==> src/rtl/uart_rx_fifo.sv <==
// UART receive FIFO: stores received bytes with their parity/framing flags,
// serves bus reads, and reports occupancy, sticky overrun and a fill-level interrupt.
module uart_rx_fifo #(
    parameter int unsigned DATA_W = 8,
    parameter int unsigned DEPTH  = 16,
    parameter int unsigned ADDR_W = 4
) (
    input  logic              clk_i,
    input  logic              rst_i,
    input  logic              rx_en_i,
    input  logic              rx_done_i,
    input  logic [DATA_W-1:0] rx_data_i,
    input  logic              rx_perr_i,
    input  logic              rx_ferr_i,
    input  logic              rd_en_i,
    input  logic              flush_i,
    input  logic              clr_ovr_i,
    input  logic [ADDR_W:0]   thresh_i,
    output logic [DATA_W-1:0] rd_data_o,
    output logic              rd_perr_o,
    output logic              rd_ferr_o,
    output logic              rd_valid_o,
    output logic [ADDR_W:0]   count_o,
    output logic              empty_o,
    output logic              full_o,
    output logic              overrun_o,
    output logic              level_irq_o
);

    localparam int unsigned CNT_W = ADDR_W + 1;

    typedef struct packed {
        logic              ferr;
        logic              perr;
        logic [DATA_W-1:0] data;
    } rx_entry_t;

    rx_entry_t         mem [DEPTH];
    logic [ADDR_W-1:0] wr_ptr;
    logic [ADDR_W-1:0] rd_ptr;
    logic [CNT_W-1:0]  count_nxt;
    logic              push_req_c;
    logic              push_ok_c;
    logic              drop_c;
    logic              pop_c;

    // A full FIFO still accepts a byte when a pop frees a slot in the same cycle.
    always_comb begin
        push_req_c = rx_done_i & rx_en_i & ~flush_i;
        pop_c      = rd_en_i & ~empty_o & ~flush_i;
        push_ok_c  = push_req_c & (~full_o | pop_c);
        drop_c     = push_req_c & full_o & ~pop_c;
        count_nxt  = count_o;
        if (push_ok_c && !pop_c) begin
            count_nxt = count_o + CNT_W'(1);
        end else if (pop_c && !push_ok_c) begin
            count_nxt = count_o - CNT_W'(1);
        end
    end

    // Storage has no reset; only entries written since the last reset are ever read.
    always_ff @(posedge clk_i) begin
        if (!rst_i && push_ok_c) begin
            mem[wr_ptr] <= '{ferr: rx_ferr_i, perr: rx_perr_i, data: rx_data_i};
        end
    end

    always_ff @(posedge clk_i) begin
        if (rst_i) begin
            wr_ptr      <= '0;
            rd_ptr      <= '0;
            count_o     <= '0;
            empty_o     <= 1'b1;
            full_o      <= 1'b0;
            rd_data_o   <= '0;
            rd_perr_o   <= 1'b0;
            rd_ferr_o   <= 1'b0;
            rd_valid_o  <= 1'b0;
            overrun_o   <= 1'b0;
            level_irq_o <= 1'b0;
        end else if (flush_i) begin
            wr_ptr      <= '0;
            rd_ptr      <= '0;
            count_o     <= '0;
            empty_o     <= 1'b1;
            full_o      <= 1'b0;
            rd_valid_o  <= 1'b0;
            overrun_o   <= 1'b0;
            level_irq_o <= 1'b0;
        end else begin
            if (push_ok_c) begin
                wr_ptr <= wr_ptr + ADDR_W'(1);
            end
            if (pop_c) begin
                rd_ptr    <= rd_ptr + ADDR_W'(1);
                rd_data_o <= mem[rd_ptr].data;
                rd_perr_o <= mem[rd_ptr].perr;
                rd_ferr_o <= mem[rd_ptr].ferr;
            end
            rd_valid_o  <= pop_c;
            count_o     <= count_nxt;
            empty_o     <= (count_nxt == '0);
            full_o      <= (count_nxt == CNT_W'(DEPTH));
            level_irq_o <= (thresh_i != '0) && (count_nxt >= thresh_i);
            // A drop in the same cycle as a clear leaves the flag set.
            if (drop_c) begin
                overrun_o <= 1'b1;
            end else if (clr_ovr_i) begin
                overrun_o <= 1'b0;
            end
        end
    end

endmodule

==> config.mk <==
export PLATFORM = sky130hd
export DESIGN_NAME = uart_rx_fifo
export DESIGN_NICKNAME = d
export VERILOG_FILES = /design/src/rtl/uart_rx_fifo.sv
export SDC_FILE = /design/constraint.sdc
export NUM_CORES = 1
export LEC_CHECK = 0
export ABC_CLOCK_PERIOD_IN_PS = 2500
export CORE_ASPECT_RATIO = 1.25
export CORE_MARGIN = 1.5
export CORE_UTILIZATION = 45
export CTS_BUF_LIST = sky130_fd_sc_hd__clkbuf_16
export DETAILED_ROUTE_END_ITERATION = 10
export GPL_TIMING_DRIVEN = 0
export PLACE_DENSITY_LB_ADDON = 0.12
export SETUP_SLACK_MARGIN = 0.15
export SYNTH_ARGS = -nofsm -noshare
export SYNTH_HDL_FRONTEND = slang
export SYNTH_SLANG_ARGS = --single-unit
==> constraint.sdc <==
create_clock -name clk_i -period 2.5 [get_ports clk_i]
set_input_delay 0.5 -clock clk_i [delete_from_list [all_inputs] [get_ports clk_i]]
set_output_delay 0.5 -clock clk_i [all_outputs]
set_load 0.005 [all_outputs]
# == After elaboration in Yosys (flattened, before gate mapping) ==
# Memory sizes are Yosys's and may differ from the RTL's. A register that Yosys moved wholly into a read port is not among the register bits.
# Index checks and enable logic that the tools add are counted.
# Widths: inputs -> output; s select.
# word_totals
ff_bits,18
mem_bits_rw,160
output_inout_bits,20
word_cells,45
mem_count,1
# classes
add_sub_neg,4
order_cmp,1
eq_ne,1
muxes,6
bitwise_logic,12
n_reduce_logical,12
# mem_list
name,depth,word_bits,rd,rd_ports_with_merged_regs,write_ports,line,rtl
mem,16,10,1,1,1,38,rx_entry_t mem [DEPTH];
# op_table
cell,count
$mux 5,2
$add 4x1->4 const B,2
$and 1x1->1,7
$add 5x1->5 const B,1
$eq 5x5->1 const B,1
$ge 5x5->1,1
$logic_not 5->1,1
$reduce_bool 5->1,1
$sub 5x1->5 const B,1
$logic_and 1x1->1,4
$mux 1,4
$not 1->1,4
$logic_not 1->1,3
$reduce_and 2->1,1
$reduce_bool 2->1,1
$reduce_or 2->1,1
$or 1x1->1,1

# == Logic depth before layout (Yosys ltp) ==
# logic_depth
depth_word,11
mapped_depth,11
depth_no_buf,10

# == Least setup slack after synthesis ==
# OpenSTA, ideal clock, no wires.
# synth_path
path_type,input -> register
from,input flush_i
to,register level_irq_o
arrival_time_ns,2.149
setup_slack_ns,0.230
path_stages,11
path_buffers,1
cell_sequence,or3b_1 -> buf_2 -> nor2_1 -> nor2_1 -> xnor2_1 -> ha_1 -> nand2b_1 -> a21oi_1 -> nor2b_1 -> o21ai_0 -> a21oi_1
# synth_between
elab_chain_cells,10
word_cells_on_any_way,14
classes_between,1 x order compare; 2 x mux; 5 x bitwise; 6 x reduce/logical
# synth_lines
item,line,rtl
from (decl),16,"input logic flush_i,"
$not 1->1 (no line),n/a,
$and 1x1->1,50,pop_c = rd_en_i & ~empty_o & ~flush_i;
$or 1x1->1,51,push_ok_c = push_req_c & (~full_o | pop_c);
$and 1x1->1,51,
$logic_not 1->1,56,end else if (pop_c && !push_ok_c) begin
$logic_and 1x1->1,56,
$mux 5,56,
$mux 5,54,if (push_ok_c && !pop_c) begin
$ge 5x5->1,104,level_irq_o <= (thresh_i != '0) && (count_nxt >= thresh_i);
$logic_and 1x1->1,104,
to (signal assigned),104,
to (decl),27,output logic level_irq_o
# Several ways; a longest one is shown, not always the timed one.
# A chain may end at the register's enable or synchronous reset.

==> flow_summary_export.csv <==
group,metric,value,unit
outcome,run_status,"completed",
sta,max-slew-margin-rel,0.429,
sta,unrepaired_setup_endpoints_after_global_routing,"yes",
setup_path,timing.critical_path.max_delay_family,"buffers and inverters",
synth,ys_dominant_reg_cell,"sky130_fd_sc_hd__edfxtp_1",
power,comb_power_share,0.027,
synth,yosys_register_bits,188,
setup_path,critical_path.cell_chain,"clkbuf_1 -> clkbuf_1 -> mux4_2 -> a22o_1 -> o21ai_1 -> a21oi_1",
sta,worst_slack_setup_final,0.231,ns
global_routing,global_route_total_overflow,0,
setup_path,timing.critical_path.from,"rd_ptr[1]",
floorplan,floorplan.initialDensity,0.462,
drt,detail_route.vias_per_cell,5.50,
power,clock_power_share,0.408,
drt,routed_wirelength,15700,um
floorplan,fp.dieArea,17400,um^2
power,totalPowerFinal,6.03,mW
place,placedCellCount,684,
clock_network,cts.path.max_buffers,2,
global_routing,grt_usage,0.191,
clock_network,cts-htree-levels,4,
finish,final_cells,720,
setup_path,worstPathRequired,2.79,ns
place,detailed_place.area,8160,um^2
setup_path,r2r_setup_slack,0.23,ns
sta,setup-tns-final,0,ns
place,routabilityCongestion,0.751,
synth,syn_nets,461,
global_routing,first_pass_grt_wire_length,24000,um
place,detailed_place_hpwl,10200,um
hold_path,hold_crit_class,"reg -> reg",
synth,async_reset_ff_frac,0,
synth,syn_avg_cell_area,17.5,um^2
setup_path,worstSetupEndpoint,"rd_data_o[4]",
synth,synth_seq_area_share,0.717,
synth,netlist_area,7480,um^2
drt,dr.first_iter.drc_count,272,
finish,syn2layout_area_growth,19.0,%
power,p_sw,1.21,mW
synth,ys.warnings.count,0,
sta,final.period_utilization,0.908,
synth,syn-instance-count,427,
finish,finalNetCount,525,
drt,drcViolationCount,0,
flow_run,maxCapViolCount,0,
sta,crit_path_time_final,2.27,ns
sta,finClkSkew,0.00684,ns
floorplan,die_width,118,um
clock_network,clk-insertion-delay-late,0.42,ns
setup_path,critPathKind,"reg -> reg",
setup_path,reg2reg_depth,6,
setup_path,worstPathMaxFanout,10,
global_routing,grt_antenna_before_repair,0,
power,static-leakage-power,2.84,nW
drt,total_via_count_in_the_routed_design,3962,
clock_network,clock_sink_count,188,
clock_network,cts_tree,"built",
global_routing,grt_max_degree,17,
sta,setup_viol_count_final,0,
floorplan,die_h,147,um
hold_path,holdPathStages,2,
sta,max_freq,441,MHz
synth,synth-edff-count,160,
finish,antenna-diode-count,0,
power,intPower,4.82,mW
setup_path,critPathMostFrequentCell,"sky130_fd_sc_hd__clkbuf_1",
power,swShare,0.200,
setup_path,library_cell_contributing_the_largest_single_delay_on_the_critical_path,"sky130_fd_sc_hd__clkbuf_1",
floorplan,io_pins,42,
power,vdd.ir_drop.worst,0.000449,V
finish,post-route-cell-area,8900,um^2
clock_network,clock_tree.root_cell,"sky130_fd_sc_hd__clkbuf_16",
setup_path,critical_register_to_register_path_endpoint,"rd_data_o[4]",
power,power-per-cell-area,678,nW/um^2
setup_path,cp_slowest_stage_delay,0.63,ns
clock_network,cts.hold.buffers_added,0,
drt,avgRoutedWirePerCell,21.8,um
setup_path,worstSetupEndpointType,"flop",
clock_network,clkSlewWorstSetupHoldPaths,0.06,ns
sta,worstMarginPinSlew,0.853,ns
global_routing,grt_pass1_vias,4102,
setup_path,worst-endpoint-arrival,2.56,ns
drt,dr.pass1.iters,4,
floorplan,floorplan.rows,52,
finish,layout-drive-gt1-share,0.214,
power,seq_power_share,0.565,
sta,final_max_slew_viol_count,0,
sta,hold_viol_final,0,
setup_path,path_depth,6,
setup_path,crit_buf_inv,2,
drt,detail-route-antenna-nets,0,
setup_path,startpoint_type,"flop",
place,buffer_ports.inserted,41,
synth,synth_cell_types,42,
setup_path,worst_r2r_startpoint,"rd_ptr[1]",
clock_network,tritoncts.num_buffers,17,
floorplan,core_region_area,16200,um^2
place,place_worst_setup_slack,-1.05,ns
==> power groups by stage <==
stage / sequential (mW) / combinational [mW] / clock [mW]
floorplan: 3.48 / 0.0574 / 0
global placement: 3.48 / 0.150 / 0
detailed placement: 3.48 / 0.155 / 0
CTS: 3.41 / 0.160 / 2.49
global route: 3.41 / 0.181 / 2.61
finish: 3.41 / 0.164 / 2.46
==> cell usage after synthesis (all sizes together) (3+ instances only) <==
master,n,share of area
nor2,34,0.017
buf,6,0.0038
ha,12,0.020
xor2,6,0.0070
xnor2,3,0.0035
inv,10,0.0050
nand2,19,0.0095
o21ai,13,0.0087
nor2b,4,0.0033
nand4,3,0.0025
a21oi,17,0.011
a22o,21,0.025
clkbuf,13,0.0065
edfxtp,160,0.64
and2,8,0.0067
mux4,40,0.12
dfxtp,28,0.075
==> layer usage <==
metal  up-vias  track usage  wire, um
met5         -            0         0
met4         0       0.0659       260
met3        20       0.0318       484
met2        61        0.339      8490
met1      2065        0.238      6490
li1       1816            -         -
==> cell usage in the layout (no fill, tap or decap), drive strengths merged, types with 12 or more instances in the layout <==
cell           count
edfxtp           160
nor2              34
clkdlybuf4s50     37
inv               16
o21ai             13
dfxtp             28
nand2             19
mux4              40
ha                12
clkbuf            32
a22o              21
a21oi             17
==> metrics by stage <==
stage                     hold WS (ns)  utilization
final                            0.451        0.549
after global routing             0.470        0.549
after CTS                        0.455        0.546
after detailed placement         0.445        0.504
after global placement           0.442        0.504
after floorplan                  0.447            -
==> final cells by class <==
class / instances / area [um^2]
fillers: 1300 / 7300
flip-flops and latches: 188 / 5370
multi-input cells: 210 / 2160
repair buffers: 45 / 439
clock buffers: 17 / 425
well taps: 216 / 270
clock inverters: 15 / 111
plain buffers: 19 / 92.6
inverters: 10 / 37.5
==> flip-flops by register name, indices dropped and copies added, names as in the netlist <==
signal and cells:
mem 160, rd_data_o 8, count_o 5, rd_ptr 4
wr_ptr 4, empty_o 1, full_o 1, level_irq_o 1
overrun_o 1, rd_ferr_o 1, rd_perr_o 1, rd_valid_o 1
==> worst min path at each step <==
stage | from | endpoint
2_1_floorplan | rd_ferr_o | rd_ferr_o
3_3_place_gp | rd_data_o[6] | rd_data_o[6]
3_5_place_dp | rd_data_o[1] | rd_data_o[1]
4_1_cts | rd_data_o[1] | rd_data_o[1]
5_1_grt | rd_data_o[6] | rd_data_o[6]
6_report | rd_data_o[1] | rd_data_o[1]
==> logic make-up (layout without fill, tap and decap cells) <==
group | after synthesis | in the layout | share of synthesized area
flip-flops | 188 | 188 | 0.717
buffers and inverters | 29 | 106 | 0.0154
adder cells (fa/ha/maj) | 12 | 12 | 0.0201
XOR/XNOR | 9 | 9 | 0.0105
AO/OA/AOI/OAI | 60 | 60 | 0.0549
multiplexers | 40 | 40 | 0.120
AND/OR/NAND/NOR | 89 | 89 | 0.0612
==> worst register-to-register path, stage by stage, from the launching register on <==
cell                       delay (ns)
sky130_fd_sc_hd__dfxtp_1         0.33
sky130_fd_sc_hd__clkbuf_1        0.29
sky130_fd_sc_hd__clkbuf_1        0.63
sky130_fd_sc_hd__mux4_2          0.41
sky130_fd_sc_hd__a22o_1          0.19
sky130_fd_sc_hd__o21ai_1         0.20
sky130_fd_sc_hd__a21oi_1         0.09
==> repair_timing <==
| item | CTS | global route |
|---|---|---|
| setup buffers | 2 | 2 |
| gates resized for setup | 42 | 16 |
| endpoints found under the setup margin | 166 | 163 |
| pin swaps | 5 | 4 |
(Power assumes the default switching activity.)
